**config.mk**
```make
export PLATFORM = sky130hd
export DESIGN_NAME = vec_operand_reader
export DESIGN_NICKNAME = d
export VERILOG_FILES = /design/src/rtl/vec_operand_reader.sv
export SDC_FILE = /design/constraint.sdc
export NUM_CORES = 1
export LEC_CHECK = 0
export CAP_MARGIN = 20
export CORE_MARGIN = 2
export CORE_UTILIZATION = 35
export DETAILED_ROUTE_END_ITERATION = 6
export MAX_ROUTING_LAYER = met4
export PLACE_DENSITY = 0.52
export SYNTH_ARGS = -nofsm -noshare
export SYNTH_HDL_FRONTEND = slang
export SYNTH_SLANG_ARGS = --single-unit
```
**constraint.sdc**
```tcl
create_clock -name clk -period 2.95 [get_ports clk]
set_clock_uncertainty 0.1 [all_clocks]
set_input_delay 0.885 -clock clk [delete_from_list [all_inputs] [get_ports clk]]
set_output_delay 0.885 -clock clk [all_outputs]
set_load 0.02 [all_outputs]
```
**src/rtl/vec_operand_reader.sv**
```systemverilog
// vec_operand_reader: streams the packets of one vector register out of the register file,
// throttling reads by FIFO credit so the output buffer never overflows.
module vec_operand_reader #(
    parameter int ADDR_WIDTH   = 5,
    parameter int DATA_WIDTH   = 64,
    parameter int OFF_BITS     = 8,
    parameter int PACK_PER_REG = 256,
    parameter int FIFO_DEPTH   = 4
) (
    input  logic                  clk,
    input  logic                  rst,
    input  logic                  req_valid,
    output logic                  req_ready,
    input  logic [ADDR_WIDTH-1:0] req_addr,
    input  logic [OFF_BITS:0]     req_len,
    output logic                  rf_rd_en,
    output logic [ADDR_WIDTH-1:0] rf_rd_addr,
    output logic [OFF_BITS-1:0]   rf_rd_off,
    input  logic [DATA_WIDTH-1:0] rf_rd_data,
    output logic                  out_valid,
    input  logic                  out_ready,
    output logic [DATA_WIDTH-1:0] out_data,
    output logic                  out_last,
    output logic                  busy
);
    localparam int PW = $clog2(FIFO_DEPTH);
    localparam int LW = OFF_BITS + 1;
    localparam logic [1:0] IDLE = 2'd0, READ = 2'd1, DRAIN = 2'd2;
    localparam logic [LW-1:0] MAX_LEN = LW'(PACK_PER_REG);

    logic [1:0]            state_q, state_d;
    logic [ADDR_WIDTH-1:0] addr_q, addr_d;
    logic [LW-1:0]         len_q, len_d, off_q, off_d;
    logic                  inflight_q, inflight_last_q;
    logic [PW-1:0]         wr_ptr_q, rd_ptr_q;
    logic [PW:0]           count_q;
    logic [DATA_WIDTH-1:0] data_q [FIFO_DEPTH];
    logic [FIFO_DEPTH-1:0] last_q;
    logic                  hs, issue, issue_last, push, pop;

    assign req_ready  = state_q == IDLE;
    assign busy       = state_q != IDLE;
    assign hs         = req_valid && req_ready;
    // Credit counts the read whose data lands next edge, so a full FIFO can never be pushed.
    assign issue      = state_q == READ && off_q < len_q && (int'(count_q) + int'(inflight_q)) < FIFO_DEPTH;
    assign issue_last = issue && off_q == len_q - LW'(1);
    assign push       = inflight_q;
    assign pop        = out_valid && out_ready;
    assign rf_rd_en   = issue;
    assign rf_rd_addr = addr_q;
    assign rf_rd_off  = off_q[OFF_BITS-1:0];
    assign out_valid  = count_q != '0;
    assign out_data   = data_q[rd_ptr_q];
    assign out_last   = out_valid && last_q[rd_ptr_q];

    always_comb begin
        state_d = state_q;
        addr_d  = addr_q;
        len_d   = len_q;
        off_d   = off_q;
        if (hs) begin
            addr_d  = req_addr;
            len_d   = req_len > MAX_LEN ? MAX_LEN : req_len;
            off_d   = '0;
            state_d = READ;
        end else if (state_q == READ) begin
            off_d   = issue ? off_q + LW'(1) : off_q;
            state_d = len_q == '0 ? IDLE : issue_last ? DRAIN : READ;
        end else if (state_q == DRAIN && pop && out_last) begin
            state_d = IDLE;
        end
    end

    always_ff @(posedge clk or posedge rst) begin
        if (rst) begin
            state_q         <= IDLE;
            addr_q          <= '0;
            len_q           <= '0;
            off_q           <= '0;
            inflight_q      <= 1'b0;
            inflight_last_q <= 1'b0;
            wr_ptr_q        <= '0;
            rd_ptr_q        <= '0;
            count_q         <= '0;
        end else begin
            state_q         <= state_d;
            addr_q          <= addr_d;
            len_q           <= len_d;
            off_q           <= off_d;
            inflight_q      <= issue;
            inflight_last_q <= issue_last;
            wr_ptr_q        <= push ? wr_ptr_q + PW'(1) : wr_ptr_q;
            rd_ptr_q        <= pop ? rd_ptr_q + PW'(1) : rd_ptr_q;
            count_q         <= count_q + (PW+1)'(push) - (PW+1)'(pop);
        end
    end

    always_ff @(posedge clk) begin
        if (push) begin
            data_q[wr_ptr_q] <= rf_rd_data;
            last_q[wr_ptr_q] <= inflight_last_q;
        end
    end
endmodule

```
==> flow_summary.ini, run 1 <==
[synth]
muxShareOfSynthArea_pct = 13.0
synth_top_family_by_area = multiplexers
syn_avg_cell_area_um2 = 20.1
ys_ff_latch = 294
synth_warnings = 0
synth_xor_area_share_pct = 1.38
yosys.area_share.simple_pct = 4.09
synth_flop_cell = edfxtp_1
yosysTopAreaCell = edfxtp_1
synth.net_count = 670
synthCells = 569
synth.top_cell.area_share_pct = 68.2
synth.area.top_cells = edfxtp_1 68%, mux4_2 13%, dfrtp_1 7.4%, ha_1 2.0%, nand2_1 1.0%
synth_compound_gate_area_share_pct = 1.76
netlist_area_mm2 = 0.0115
async_flop_share_pct = 11.6
synth-seq-area-share_pct = 75.6
synth_cell_types = 45
synthAdderAreaFrac_pct = 2.14
synth_edf_count = 260

[routing]
drt_first_pass_iters = 4
antenna_left = 0
drt_iter0_drc = 305
wl_per_cell_um = 19.8
route.vias.total = 6125
detail_route.drc_violations = 0
via_per_inst = 4.82
finalWirelength_um = 25200

[final_layout]
areaGrowthSynthToFinish_pct = 35.0
design_area_mm2 = 0.0155
diodes = 0
layout.nets = 910
drive_gt1_share_pct = 31.8
finalNonFillerCells = 1272

[pwr]
clockPowerShare_pct = 27.9
switchingPower_mw = 3.46
p_int_mw = 9.08
power.leakage_nw = 5.40
comb_power_share_pct = 35.1
power_frac_seq_pct = 36.9
vdd_drop_max_mv = 0.512
swShare_pct = 27.6
p_per_area_mw_per_mm2 = 812

[sta]
setup_viol = 60
layout_min_cycle_time_ns = 3.11
slew_headroom_pct = 67.6
finalMaxSlewViolations = 0
hold-worst-slack_ns = 0.386
tightest_slew_ns = 0.486
hold_viol_final = 0
setup_tns_ns = -4.37
timing.final.ws_setup_ns = -0.160
rsz0062_at_grt = true
fin_crit_sh_pct = 105
max_freq_mhz = 322

[status]
violations = negative setup slack
status = finished with violations

[setup_path]
rrSetupSlack_ns = 0.44
critPathCaptureType = output pin
cp-start-kind = register
reg2regPathDepth = 10
crit_type = reg -> out
worstPathArrival_ns = 2.13
required_ns = 1.97
crit_fanout = 2

[clock_tree]
root_buffer = clkbuf_16
htreeDepth = 1
clockBufferDepth = 3
hold_buffers = 0
clock_latency_ns = 0.54
numCtsBuffers = 31
cts_sinks = 294
cts_tree = built
clkSlewWorstSetupHoldPaths_ns = 0.06

[global_route]
grtUsageMet1_pct = 20.3
grtUsageMet2_pct = 24.3
grt_pass1_wl_um = 38100
grt_pass1_vias = 6528
grt-busiest-layer = met2
grtUsageTotal_pct = 15.1
grt_max_degree = 61
overflow = 0
grt.met3_usage_pct = 2.71
antenna_found_initial = 0

[placement]
place_congestion = 0.826
placedCellCount = 1184
place_hpwl_um = 14900
io_buffers = 163
dpl_cell_area_mm2 = 0.0139

[die]
die_w_um = 185
die_y_um = 185
rows = 66
initial_core_util_pct = 35.4
io_pins = 164
die_area_mm2 = 0.0342
design.core.area_mm2 = 0.0324

[hold_path]
whs_path_depth = 2
hold_path.class = reg -> reg

[job]
maxCapViolCount = 0
## layout by cell type (no fill, tap or decap), drive strengths merged, types with 6 or more instances in the layout
master,netlist,routed
clkbuf,12,40
nand2,32,32
clkdlybuf4s50,0,96
xnor2,13,13
nor2,13,13
ha,18,18
edfxtp,260,260
nand3b,8,8
and2,6,6
mux4,65,65
buf,16,135
o21ai,13,13
clkinv,0,15
dfrtp,34,34
inv,23,23
nand3,9,9
## worst max-delay path, stage by stage, from the launching register on
cell     delay, ns
dfrtp_1       0.39
inv_2         0.08
ha_4          0.20
a22o_1        0.24
o41ai_4       0.33
nand2_1       0.15
inv_2         0.08
buf_6         0.11
## final cells by class
cell class / instances / area, um2
Clock buffer: 37 / 798
Clock inverter: 17 / 108
Fill cell: 2769 / 16900
Inverter: 23 / 86.3
Multi-Input combinational cell: 224 / 2620
Sequential cell: 294 / 8670
Tap cell: 442 / 553
Timing Repair Buffer: 235 / 2620
## cell families after synthesis
kind of cell / after synthesis
AOI/OAI and AO/OA: 30
xor gates and xnor gates: 18
adders and majority gates: 19
buffers and inverters: 51
DFF: 294
muxes: 68
and+or+nand+nor: 89
## worst paths after layout
path,from,to
min in group asynchronous,rst,wr_ptr_q[0]
worst max-delay path,len_q[4],rf_rd_en
worst min-delay path,rf_rd_addr[4],rf_rd_addr[4]
max in group asynchronous,rst,rd_ptr_q[0]
worst max register to register,count_q[1],count_q[2]
worst min register to register,rf_rd_addr[4],rf_rd_addr[4]
## what timing repair did
item	4_1_cts	5_1_grt
gates cloned	5	3
setup buffers	22	10
pin swaps	5	3
resized for setup	352	102
setup endpoints to repair	68	66
## power groups by stage
stage	sequential [mW]	clock, mW	combinational, mW
2_1_floorplan	4.68	0	1.97
3_3_place_gp	4.72	0	3.45
3_5_place_dp	4.72	0	3.47
4_1_cts	4.63	3.60	3.95
5_1_grt	4.64	3.80	4.68
6_report	4.63	3.50	4.41
## state kept, by name, summed over array words and instances (netlist names)
register / count
rd_ptr_q: 2
len_q: 9
inflight_q: 1
off_q: 9
state_q: 2
rf_rd_addr: 5
wr_ptr_q: 2
inflight_last_q: 1
data_q: 256
last_q: 4
count_q: 3
## metal layers
layer  up-vias  wire, um
met4         0       396
li1       2752         -
met5         -         0
met2       178     11900
met1      3155     11300
met3        40      1590
## cells in the mapped netlist, types with 2 or more instances
cell,count
clkbuf_1,12
buf_2,4
nor3_1,3
mux2i_1,3
buf_1,4
nand4_1,2
nor4_2,2
xnor2_1,13
o21ai_0,11
nand3_1,9
nand2_1,31
o211ai_1,3
or4_1,4
mux4_2,65
inv_1,23
edfxtp_1,260
buf_4,8
a21oi_1,5
nand2b_1,3
or3_1,2
nor2_1,13
nand3b_1,8
and2_1,5
xor2_1,5
ha_1,18
dfrtp_1,34
## metrics by stage
step                power (mW)  worst slack (ns)  util (%)
finish                    12.5            -0.160      47.7
global route              13.1            -0.251      47.7
CTS                       12.2            -0.253      46.6
detailed placement        8.19            -0.176      42.9
global placement          8.17            -0.147      42.9
floorplan                 6.65             0.100         -
Note: power is estimated with default switching activity, not from simulation.
==> run 2, diff against run 1 <==
--- a/config.mk
+++ b/config.mk
@@ -14,3 +14,4 @@
 export SYNTH_ARGS = -nofsm -noshare
 export SYNTH_HDL_FRONTEND = slang
 export SYNTH_SLANG_ARGS = --single-unit
+export TNS_END_PERCENT = 20
==> run 2 against run 1 <==
Effect of this change:
- the run still ends with negative setup slack left
- core utilization shrank 1.9 points
- clock power is essentially flat
- global-route usage shrank 0.16 points
- die area is the same
- worst setup slack gained 0.0031 ns
- critical endpoint unchanged
- largest cell class unchanged
- highest routed layer unchanged
==> flow_summary.ini, run 2 (synthesized netlist as in run 1, its figures left out) <==
[status]
status = finished with violations
violations = negative setup slack

[final_layout]
areaGrowthSynthToFinish_pct = 29.4
final_core_util_pct = 45.8
layout.nets = 892
multiInputGateArea_mm2 = 0.00262
top_regs = data_q (256), len_q (9), off_q (9)
n_fill_cell = 2832
drive_gt1_share_pct = 30.3
regArea_mm2 = 0.00867
diodes = 0
final_cell_mix = 260 x edfxtp_1, 96 x clkdlybuf4s50_1, 65 x mux4_2
largest_register_ffs = 256
regMostFlops = data_q
layout_commonest_cell = edfxtp_1

[placement]
place_hpwl_um = 14900
io_buffers = 163
place_congestion = 0.826

[sta]
layout_min_cycle_time_ns = 3.11
finalMaxSlewViolations = 0
fin_crit_sh_pct = 105
hold_viol_final = 0
tightest_slew_ns = 0.488
max_freq_mhz = 322
setup_viol = 47
rsz0062_at_grt = true
slew_headroom_pct = 67.5
timing.final.ws_setup_ns = -0.157

[setup_path]
path_delay_family = compound AO/OA/AOI/OAI gates
crit_path_frequent_cell = inv_2
cp-start-kind = register
required_ns = 1.97
critPathCaptureType = output pin
crit_fanout = 2
cp_slowest_stage_delay_ns = 0.39
cp_num_buf_inv = 3
crit_type = reg -> out
worstPathArrival_ns = 2.12
crit_chain = inv_2, ha_4, a22o_1, o41ai_4, nand2_1, inv_2, buf_6
slowest_stage = dfrtp_1

[clock_tree]
clock_latency_ns = 0.54
root_buffer = clkbuf_16
clkSlewWorstSetupHoldPaths_ns = 0.06
numCtsBuffers = 31
htreeDepth = 1
cts_tree = built
hold_buffers = 0
cts_sinks = 294
clockBufferDepth = 3

[pwr]
clockPowerShare_pct = 30.3
total_power_mw = 11.5
power.leakage_nw = 5.14
power_frac_seq_pct = 40.1
p_per_area_mw_per_mm2 = 778
swShare_pct = 28.2
switchingPower_mw = 3.25
comb_power_share_pct = 29.6
p_int_mw = 8.28
vdd_drop_max_mv = 0.496

[die]
die_y_um = 185
io_pins = 164
rows = 66
die_area_mm2 = 0.0342
design.core.area_mm2 = 0.0324
initial_core_util_pct = 35.4
die_w_um = 185

[job]
maxCapViolCount = 0

[hold_path]
hold_path.class = reg -> reg

[global_route]
overflow = 0
grt_max_degree = 61
antenna_found_initial = 0
grt_pass1_wl_um = 37700
grt_pass1_vias = 6447
grtUsageTotal_pct = 14.9

[routing]
drt_first_pass_iters = 6
detail_route.drc_violations = 0
finalWirelength_um = 24600
route.vias.total = 6053
antenna_left = 0
drt_iter0_drc = 338
wl_per_cell_um = 19.6
via_per_inst = 4.83
==> run 2: what timing repair did <==
item,in CTS,in global routing
endpoints found under the hold margin,0,0
resized for setup,274,44
cloned,2,0
pin swaps,5,3
setup buffers,10,5
setup endpoints to repair,68,64
==> run 2: worst reg2reg max path, delay by kind of cell (launching register included) <==
kind          cells  cell delay [ns]
fa+ha+maj         3             0.78
simple gates      2             0.61
flops             1             0.39
buf+inv           4             0.34
xor+xnor          1             0.17
==> run 2: power groups by stage <==
stage | clock [mW] | combinational [mW] | sequential, mW
global route | 3.79 | 3.64 | 4.63
finish | 3.49 | 3.42 | 4.62
CTS | 3.60 | 3.35 | 4.63
global placement | 0 | 3.45 | 4.72
detailed placement | 0 | 3.47 | 4.72
floorplan | 0 | 1.97 | 4.68
==> run 2: metal layers <==
| layer | up-vias | global-route usage, % | routed length (um) |
|---|---|---|---|
| met1 | 3136 | 20.1 | 11000 |
| met2 | 165 | 24.0 | 11700 |
| met3 | 39 | 2.73 | 1510 |
| li1 | 2713 | - | - |
| met4 | 0 | 3.02 | 388 |
| met5 | - | - | 0 |
==> run 2: final cells by class <==
class	count	share of cell area, %
Multi-Input combinational cell	224	17.7
Clock inverter	17	0.726
Inverter	23	0.582
Clock buffer	37	5.39
Sequential cell	294	58.5
Timing Repair Buffer	217	13.4
Tap cell	442	3.73
==> run 2: final timing paths <==
check / slack (ns) / start / cells after the start / endpoint
max: -0.16 / len_q[4] / 7 / rf_rd_en
min: 0.39 / rf_rd_addr[4] / 2 / rf_rd_addr[4]
max reg2reg: 0.45 / count_q[1] / 10 / count_q[2]
min reg2reg: 0.39 / rf_rd_addr[4] / 2 / rf_rd_addr[4]
max in group asynchronous: 1.68 / rst / 3 / rd_ptr_q[0]
min in group asynchronous: 0.69 / rst / 3 / wr_ptr_q[0]
==> run 2: metrics by stage <==
stage	area, um2	TNS [ns]	setup WS, ns	hold slack (ns)	cells
2_1_floorplan	11500	0	0.100	0.355	569
3_3_place_gp	13900	-0.147	-0.147	0.361	1184
3_5_place_dp	13900	-0.176	-0.176	0.369	1184
4_1_cts	14700	-6.59	-0.253	0.393	1250
5_1_grt	14800	-8.35	-0.251	0.409	1254
6_report	14800	-3.22	-0.157	0.386	1254
